===== src/rtl/regfile_scoreboard.sv =====
// Register file with two combinational read ports, one write port, optional
// write-through bypass, optional hardwired x0 and a pending-write scoreboard.
module regfile_scoreboard #(
  parameter int unsigned XLEN     = 32,
  parameter int unsigned NREGS    = 32,
  parameter int unsigned AW       = $clog2(NREGS),
  parameter bit          ZERO_REG = 1'b1,
  parameter bit          BYPASS   = 1'b1
) (
  input  logic            CLK,
  input  logic            RST_N,
  input  logic [AW-1:0]   rs1_addr,
  input  logic [AW-1:0]   rs2_addr,
  output logic [XLEN-1:0] rs1_data,
  output logic [XLEN-1:0] rs2_data,
  input  logic            we,
  input  logic [AW-1:0]   wr_addr,
  input  logic [XLEN-1:0] wr_data,
  input  logic            issue_valid,
  input  logic [AW-1:0]   issue_rd,
  input  logic            flush,
  output logic            rs1_busy,
  output logic            rs2_busy,
  output logic            hazard,
  output logic [AW:0]     pending_cnt
);

  localparam logic [AW:0] NREGS_W = (AW+1)'(NREGS);

  // Address names a real, writable register (in range and not hardwired zero).
  function automatic logic addr_ok(input logic [AW-1:0] a);
    return ({1'b0, a} < NREGS_W) && !(ZERO_REG && (a == '0));
  endfunction

  logic [XLEN-1:0]  regs [NREGS];
  logic [NREGS-1:0] pending;
  logic [NREGS-1:0] pending_nxt;
  logic [AW:0]      cnt_nxt;
  logic             wr_ok;
  logic             iss_ok;

  assign wr_ok  = we && addr_ok(wr_addr);
  assign iss_ok = issue_valid && addr_ok(issue_rd);

  always_comb begin
    rs1_data = '0;
    rs2_data = '0;
    rs1_busy = 1'b0;
    rs2_busy = 1'b0;
    if (addr_ok(rs1_addr)) begin
      if (BYPASS && wr_ok && (wr_addr == rs1_addr)) begin
        rs1_data = wr_data;
      end else begin
        rs1_data = regs[rs1_addr];
        rs1_busy = pending[rs1_addr];
      end
    end
    if (addr_ok(rs2_addr)) begin
      if (BYPASS && wr_ok && (wr_addr == rs2_addr)) begin
        rs2_data = wr_data;
      end else begin
        rs2_data = regs[rs2_addr];
        rs2_busy = pending[rs2_addr];
      end
    end
  end

  assign hazard = rs1_busy | rs2_busy;

  // Issue beats a same-register write clear; the count tracks only real bit flips.
  always_comb begin
    pending_nxt = pending;
    cnt_nxt     = pending_cnt;
    if (flush) begin
      pending_nxt = '0;
      cnt_nxt     = '0;
    end else begin
      for (int unsigned r = 0; r < NREGS; r++) begin
        if (iss_ok && (issue_rd == AW'(r))) begin
          pending_nxt[r] = 1'b1;
        end else if (wr_ok && (wr_addr == AW'(r))) begin
          pending_nxt[r] = 1'b0;
        end
      end
      if (iss_ok && !pending[issue_rd]) begin
        cnt_nxt = cnt_nxt + (AW+1)'(1);
      end
      if (wr_ok && pending[wr_addr] && !(iss_ok && (issue_rd == wr_addr))) begin
        cnt_nxt = cnt_nxt - (AW+1)'(1);
      end
    end
  end

  always_ff @(posedge CLK or negedge RST_N) begin
    if (!RST_N) begin
      for (int unsigned i = 0; i < NREGS; i++) begin
        regs[i] <= '0;
      end
    end else if (wr_ok) begin
      regs[wr_addr] <= wr_data;
    end
  end

  always_ff @(posedge CLK or negedge RST_N) begin
    if (!RST_N) begin
      pending     <= '0;
      pending_cnt <= '0;
    end else begin
      pending     <= pending_nxt;
      pending_cnt <= cnt_nxt;
    end
  end

endmodule


===== config.mk =====
export PLATFORM = sky130hd
export DESIGN_NAME = regfile_scoreboard
export DESIGN_NICKNAME = d
export VERILOG_FILES = /design/src/rtl/regfile_scoreboard.sv
export SDC_FILE = /design/constraint.sdc
export NUM_CORES = 2
export LEC_CHECK = 0
export CAP_MARGIN = 20
export CORE_UTILIZATION = 35
export CTS_CLUSTER_DIAMETER = 100
export DETAILED_ROUTE_END_ITERATION = 8
export DONT_BUFFER_PORTS = 1
export GPL_TIMING_DRIVEN = 0
export HOLD_SLACK_MARGIN = 0.03
export PLACE_DENSITY_LB_ADDON = 0.08
export SLEW_MARGIN = 20
export SYNTH_ARGS = -nofsm -noshare
export SYNTH_HDL_FRONTEND = slang
export SYNTH_SLANG_ARGS = --single-unit

===== constraint.sdc =====
create_clock -name CLK -period 4.69 [get_ports CLK]
set_input_delay 0.938 -clock CLK [delete_from_list [all_inputs] [get_ports CLK]]
set_output_delay 0.938 -clock CLK [all_outputs]
set_load 0.005 [all_outputs]

Yosys cells after proc, flatten, opt, wreduce, memory -nomap -nowiden
Index checks and enable logic that the tools add are counted.
{"block": "totals", "register_bits": 1062, "in_bits": 57, "out_inout_bits": 73, "wordCells": 351}
{"block": "op_classes", "n_addsub": 2, "n_lt_le_gt_ge": 8, "eq_ne": 65, "mux": 94, "bitwise_logic": 4, "n_reduce_logical": 113}
{"cell": "bitwise mux 1024 bit", "n": 1}
{"cell": "binary-select mux 32 bit (select 5 bit)", "n": 2}
{"cell": "two-way mux 32 bit", "n": 10}
{"cell": "demux 32 bit (select 5 bit)", "n": 1}
{"cell": "equality test 5 bit (second input constant)", "n": 32}
{"cell": "nonzero test 3 bit", "n": 32}
{"cell": "equality test 5 x 4 -> 1 bit (second input constant)", "n": 16}
{"cell": "logical AND 1 bit", "n": 73}
{"cell": "two-way mux 1 bit", "n": 72}
{"cell": "equality test 5 x 3 -> 1 bit (second input constant)", "n": 8}
{"cell": "< comparator 5 x 6 -> 1 bit (second input constant)", "n": 4}
{"cell": "two-way mux 6 bit", "n": 4}
{"cell": "binary-select mux 1 bit (select 5 bit)", "n": 4}
{"cell": "equality test 5 x 2 -> 1 bit (second input constant)", "n": 4}
{"cell": "logical NOT 5 bit", "n": 4}
{"cell": "greater-or-equal comparator 6 bit (second input constant)", "n": 3}
{"cell": "NOT 5 -> 6 bit", "n": 3}
{"cell": "equality test 5 bit", "n": 3}
{"cell": "equality test 5 x 1 -> 1 bit (second input constant)", "n": 2}
{"cell": "adder 6 x 1 -> 6 bit (second input constant)", "n": 1}
{"cell": "< comparator 6 x 1 -> 1 bit (second input constant)", "n": 1}
{"cell": "subtractor 6 x 1 -> 6 bit (second input constant)", "n": 1}
{"cell": "logical NOT 1 bit", "n": 4}
{"cell": "bitwise OR 1 bit", "n": 1}

Depth between registers and ports, before layout
{"block": "depth", "depth_word": 9, "mapped_depth": 10, "ltp_nobuf": 8}

Worst setup path after synthesis
OpenSTA, ideal clock, no wires.
{"block": "synth_timing", "path_type": "in2out", "from": "in rs1_addr[0]", "to": "out rs1_data[0]", "arrival_time_ns": 3.112, "t_required_ns": 3.752, "path_slack_ns": 0.640, "stages": 8, "path_buffers": 4, "cell_sequence": "buf_2 -> buf_2 -> buf_2 -> buf_2 -> mux4_2 -> mux4_2 -> mux2i_1 -> o21ai_0"}
{"block": "synth_via", "elab_chain_cells": 6, "word_cells_on_any_way": 9, "classes_between": "eq/ne: 1; mux: 5; bitwise: 1; reduce/logical: 2"}
{"item": "start, declared", "line_no": "12", "text": "input logic [AW-1:0] rs1_addr,"}
{"item": "NOT 5 -> 6 bit (not written as such)", "line_no": "54", "text": "rs1_data = regs[rs1_addr];"}
{"item": "binary-select mux 32 bit (select 5 bit)", "line_no": "54"}
{"item": "two-way mux 32 bit (not written as such) (2 in a row)", "line_no": "54"}
{"item": "two-way mux 32 bit", "line_no": "51", "text": "if (BYPASS && wr_ok && (wr_addr == rs1_addr)) begin"}
{"item": "two-way mux 32 bit *", "line_no": "50", "text": "if (addr_ok(rs1_addr)) begin"}
{"item": "end, declared", "line_no": "14", "text": "output logic [XLEN-1:0] rs1_data,"}
Mark *: on every way between the ends. The rest lies on a longest branch, timed or not. The select of a mux whose other input is x is not followed.

Worst setup path after layout
{"block": "layout_timing", "from": "in rs2_addr[0]", "to": "out rs2_data[0]"}
{"block": "layout_via", "elab_chain_cells": 6, "word_cells_on_any_way": 9, "classes_between": "eq/ne: 1; mux: 5; bitwise: 1; reduce/logical: 2"}
{"item": "start, declared", "line_no": "13", "text": "input logic [AW-1:0] rs2_addr,"}
{"item": "NOT 5 -> 6 bit (not written as such)", "line_no": "62", "text": "rs2_data = regs[rs2_addr];"}
{"item": "binary-select mux 32 bit (select 5 bit)", "line_no": "62"}
{"item": "two-way mux 32 bit (not written as such) (2 in a row)", "line_no": "62"}
{"item": "two-way mux 32 bit", "line_no": "59", "text": "if (BYPASS && wr_ok && (wr_addr == rs2_addr)) begin"}
{"item": "two-way mux 32 bit *", "line_no": "58", "text": "if (addr_ok(rs2_addr)) begin"}
{"item": "end, declared", "line_no": "15", "text": "output logic [XLEN-1:0] rs2_data,"}
Marks and branches as above.

==> metrics.md <==
| Metric | Value |
|---|---|
| Status | `finished, violations left` |
| Failing checks | `negative setup slack` |
| Synth Net Count | `between 3000 and 4000` |
| Wire length on met1 | `approximately 110000 µm` |
| Ports | `130` |
| Fin worst setup slack | `-0.0409 ns` |
| Post-Route WL | `260000 µm` |
| Post-Syn Area per Cell | `16.0 µm²` |
| Largest net degree at the start of global routing | `187` |
| Post-Layout Cell Count | `~6100` |
| Clock Path Buffers | `3` |
| Top Layer Used | `met5` |
| Clock Sink Count | `1062` |
| Final setup vio count | `4` |
| WL met2 | `115000 µm` |
| TritonCTS clock tree | `yes` |
| Placed Instances | `slightly below 6000` |
| Initial antenna violation count | `12` |
| Height of the die | `407 µm` |
| Routability cong. | `0.916` |
| Worst Path Arrival | `3.79 ns` |
| Fmax | `211 MHz` |
| Initial DRC count | `4204` |
| Die width | `around 410 µm` |
| Sequential fraction of the synthesis area | `0.462` |
| Measured slew at the worst slew-check pin | `1.32 ns` |
| FF-to-FF Start | `pending[30]` |
| Layout area overhead | `16.4%` |
| Async SR Flop Fraction | `1.00` |
| Dominant synthesized flop cell | `dfrtp_1` |
| Vias | `around 38000` |
| Final hold vios | `0` |
| Via/cell ratio | `6.26` |
| VDD IR max | `approximately 0.00037 V` |
| PortBufs | `0` |
| Routed wl met3 | `23700 µm` |
| GR Overflow Total | `0` |
| Root buf cell | `clkbuf_16` |
| DR WL/cell | `between 40 and 50 µm` |
| Flops & latches, synth | `about 1100` |
| Pre-CTS setup slack | `-1.54 ns` |
| DP HPWL | `183000 µm` |
| Leading post-synthesis cells by cell area | `dfrtp_1, mux4_2, mux2_2` |
| Die area | `0.166 mm²` |
| Post-CTS setup buffers | `0` |
| CTS Buf Count | `between 100 and 150` |
| Yosys top cell by area | `dfrtp_1` |
| Reg clk slew, reported paths | `~0.06 ns` |
| Max cap viols | `0` |
| GR Util All Layers | `0.315` |
| CP Launch Point | `rs2_addr[0]` |
| Row cnt | `148` |
| Max_slew headroom | `0.120` |
| Post-layout util | `0.411` |
| Layout cells sized above 1 | `0.570` |
| Static Leak | `around 28 nW` |
| Drt drc | `0` |
| Final ANT Viol Nets | `0` |
| Synthesis warning total | `0` |
| Yosys top cell area share | `0.462` |
| WS Path Type | `primary input to primary output` |
| Core Region | `0.163 mm²` |
| Critical Path RT | `3.75 ns` |
| Worst skew pair latency | `0.79 ns` |
| EDFF count, synth | `0` |
| Total power draw | `29.2 mW` |
| Worst Skew | `0.0198 ns` |
| Slew Viols, Final | `0` |
| Layout Nets | `3858` |
| Worst Hold Class | `primary input to asynchronous set/reset pin` |
| Synthesized cell area | `0.0575 mm²` |
| First-pass GRT wire length | `351000 µm` |
| Cell variety after synth | `54` |
| P per Cell Area | `436 mW/mm²` |
| Worst setup SP type | `primary input` |
| RSZ-0062 raised after global routing | `true` |
| Final period utilization | `1.01` |
| Post-synthesis cell count | `approximately 3600` |
| Critical Path Sink Type | `primary output` |
| Vias in the first global route | `38057` |
| Minimum clock period | `between 4 and 5 ns` |
| Worst-path fanout max | `10` |
| Starting density of the core | `0.353` |
| 1st-pass router iterations | `8` |
| H-tree Lvls | `4` |
==> through the flow <==
stage	area, µm²	setup TNS, ns	hold slack [ns]
3_5_place_dp	61900	-67.56	0.466
2_1_floorplan	57500	0	0.441
3_3_place_gp	60200	-135.74	0.453
4_1_cts	66700	-1.04	0.231
5_1_grt	66900	-0.418	0.0377
6_report	66900	-0.0652	0.0331
==> cell type report <==
class,count,area (µm²)
fill,14994,96000
multi-input combinational,2104,29400
sequential,1062,26600
clock buffer,207,4110
tap,2175,2720
buffer,424,2190
timing repair buffer,72,1610
clock inverter,20,282
inverter,4,15.0
antenna,4,10.0
==> worst paths after layout <==
kind	end	slack (ns)	cells after the start
worst min-delay path	pending_cnt[4]	0.03	1
worst min register to register	regs[1008]	0.48	1
max in group asynchronous	regs[719]	1.42	5
worst max register to register	pending_cnt[3]	1.70	9
min in group CLK	regs[772]	0.31	1
worst max-delay path	rs2_data[0]	-0.04	7
==> cells by family (layout without fill, tap and decap cells) <==
family / count (synthesis) / count (layout) / synth area share
xor gates and xnor gates: 25 / 25 / 0.00381
adders and majority gates: 1 / 1 / 0.000218
buffers and inverters: 428 / 727 / 0.0307
and+or+nand+nor: 210 / 210 / 0.0166
muxes: 1742 / 1742 / 0.472
DFF: 1062 / 1062 / 0.462
AOI/OAI and AO/OA: 126 / 126 / 0.0139
other: 0 / 4 / 0
==> routing by layer <==
| layer | GRT usage | vias to the layer above |
|---|---|---|
| met3 | 0.0942 | 421 |
| met2 | 0.463 | 1782 |
| met4 | 0.143 | 2 |
| li1 | - | 14437 |
| met1 | 0.428 | 21394 |
| met5 | 0.00172 | - |
==> registers in the layout (all words and copies together) (netlist names) <==
signal,flops
regs,1024
pending,32
pending_cnt,6
==> cell usage in the layout (no fill, tap or decap), drive strengths merged, types with 2 or more instances in the layout <==
cell type,n
mux4,675
mux2,995
clkinv,11
mux2i,72
nor2,81
nand2,70
xor2,11
or2,5
or4,2
nor3b,4
nor4b,2
a211oi,34
bufinv,7
or3,3
nor2b,3
xnor2,14
buf,208
nor4,2
nand2b,8
a32oi,2
a22oi,11
and2b,2
a21oi,21
diode,4
nand3,5
nand4,6
and3,6
inv,5
dfrtp,1062
o21ai,47
nor3,10
clkbuf,494
==> power by group <==
group / leakage [nW] / switching [mW] / total, mW / internal, mW
logic: 12.2 / 2.87 / 6.46 / 3.59
registers: 13.7 / 1.25 / 12.1 / 10.9
clock network: 2.16 / 4.23 / 10.6 / 6.36
==> synth_stat cells (all sizes together) (2+ instances only) <==
library cell	count
or3	3
and3	6
or4	2
dfrtp	1062
buf	133
mux2i	72
or2	5
xor2	11
a32oi	2
nor2	81
nor4b	2
nand3	5
mux2	995
inv	4
nor3	10
a22oi	11
mux4	675
a21oi	21
nor2b	3
nand4	6
nor4	2
and2b	2
nand2b	8
clkbuf	291
xnor2	14
a211oi	34
nand2	70
o21ai	47
nor3b	4
==> critical path, cell delays in order <==
cell      delay [ns]
clkbuf_1        0.31
clkbuf_2        0.38
buf_4           0.56
mux4_2          0.64
mux4_2          0.49
mux2i_1         0.30
a211oi_4        0.16
==> repair_timing <==
| item | in CTS | in global routing |
|---|---|---|
| pin swaps | 0 | 1 |
| hold buffers | 1 | 0 |
| gates resized for setup | 130 | 57 |
| endpoints found under the hold margin | 2 | 0 |
| setup endpoints to repair | 66 | 49 |
Power figures use the tool's default switching activity.
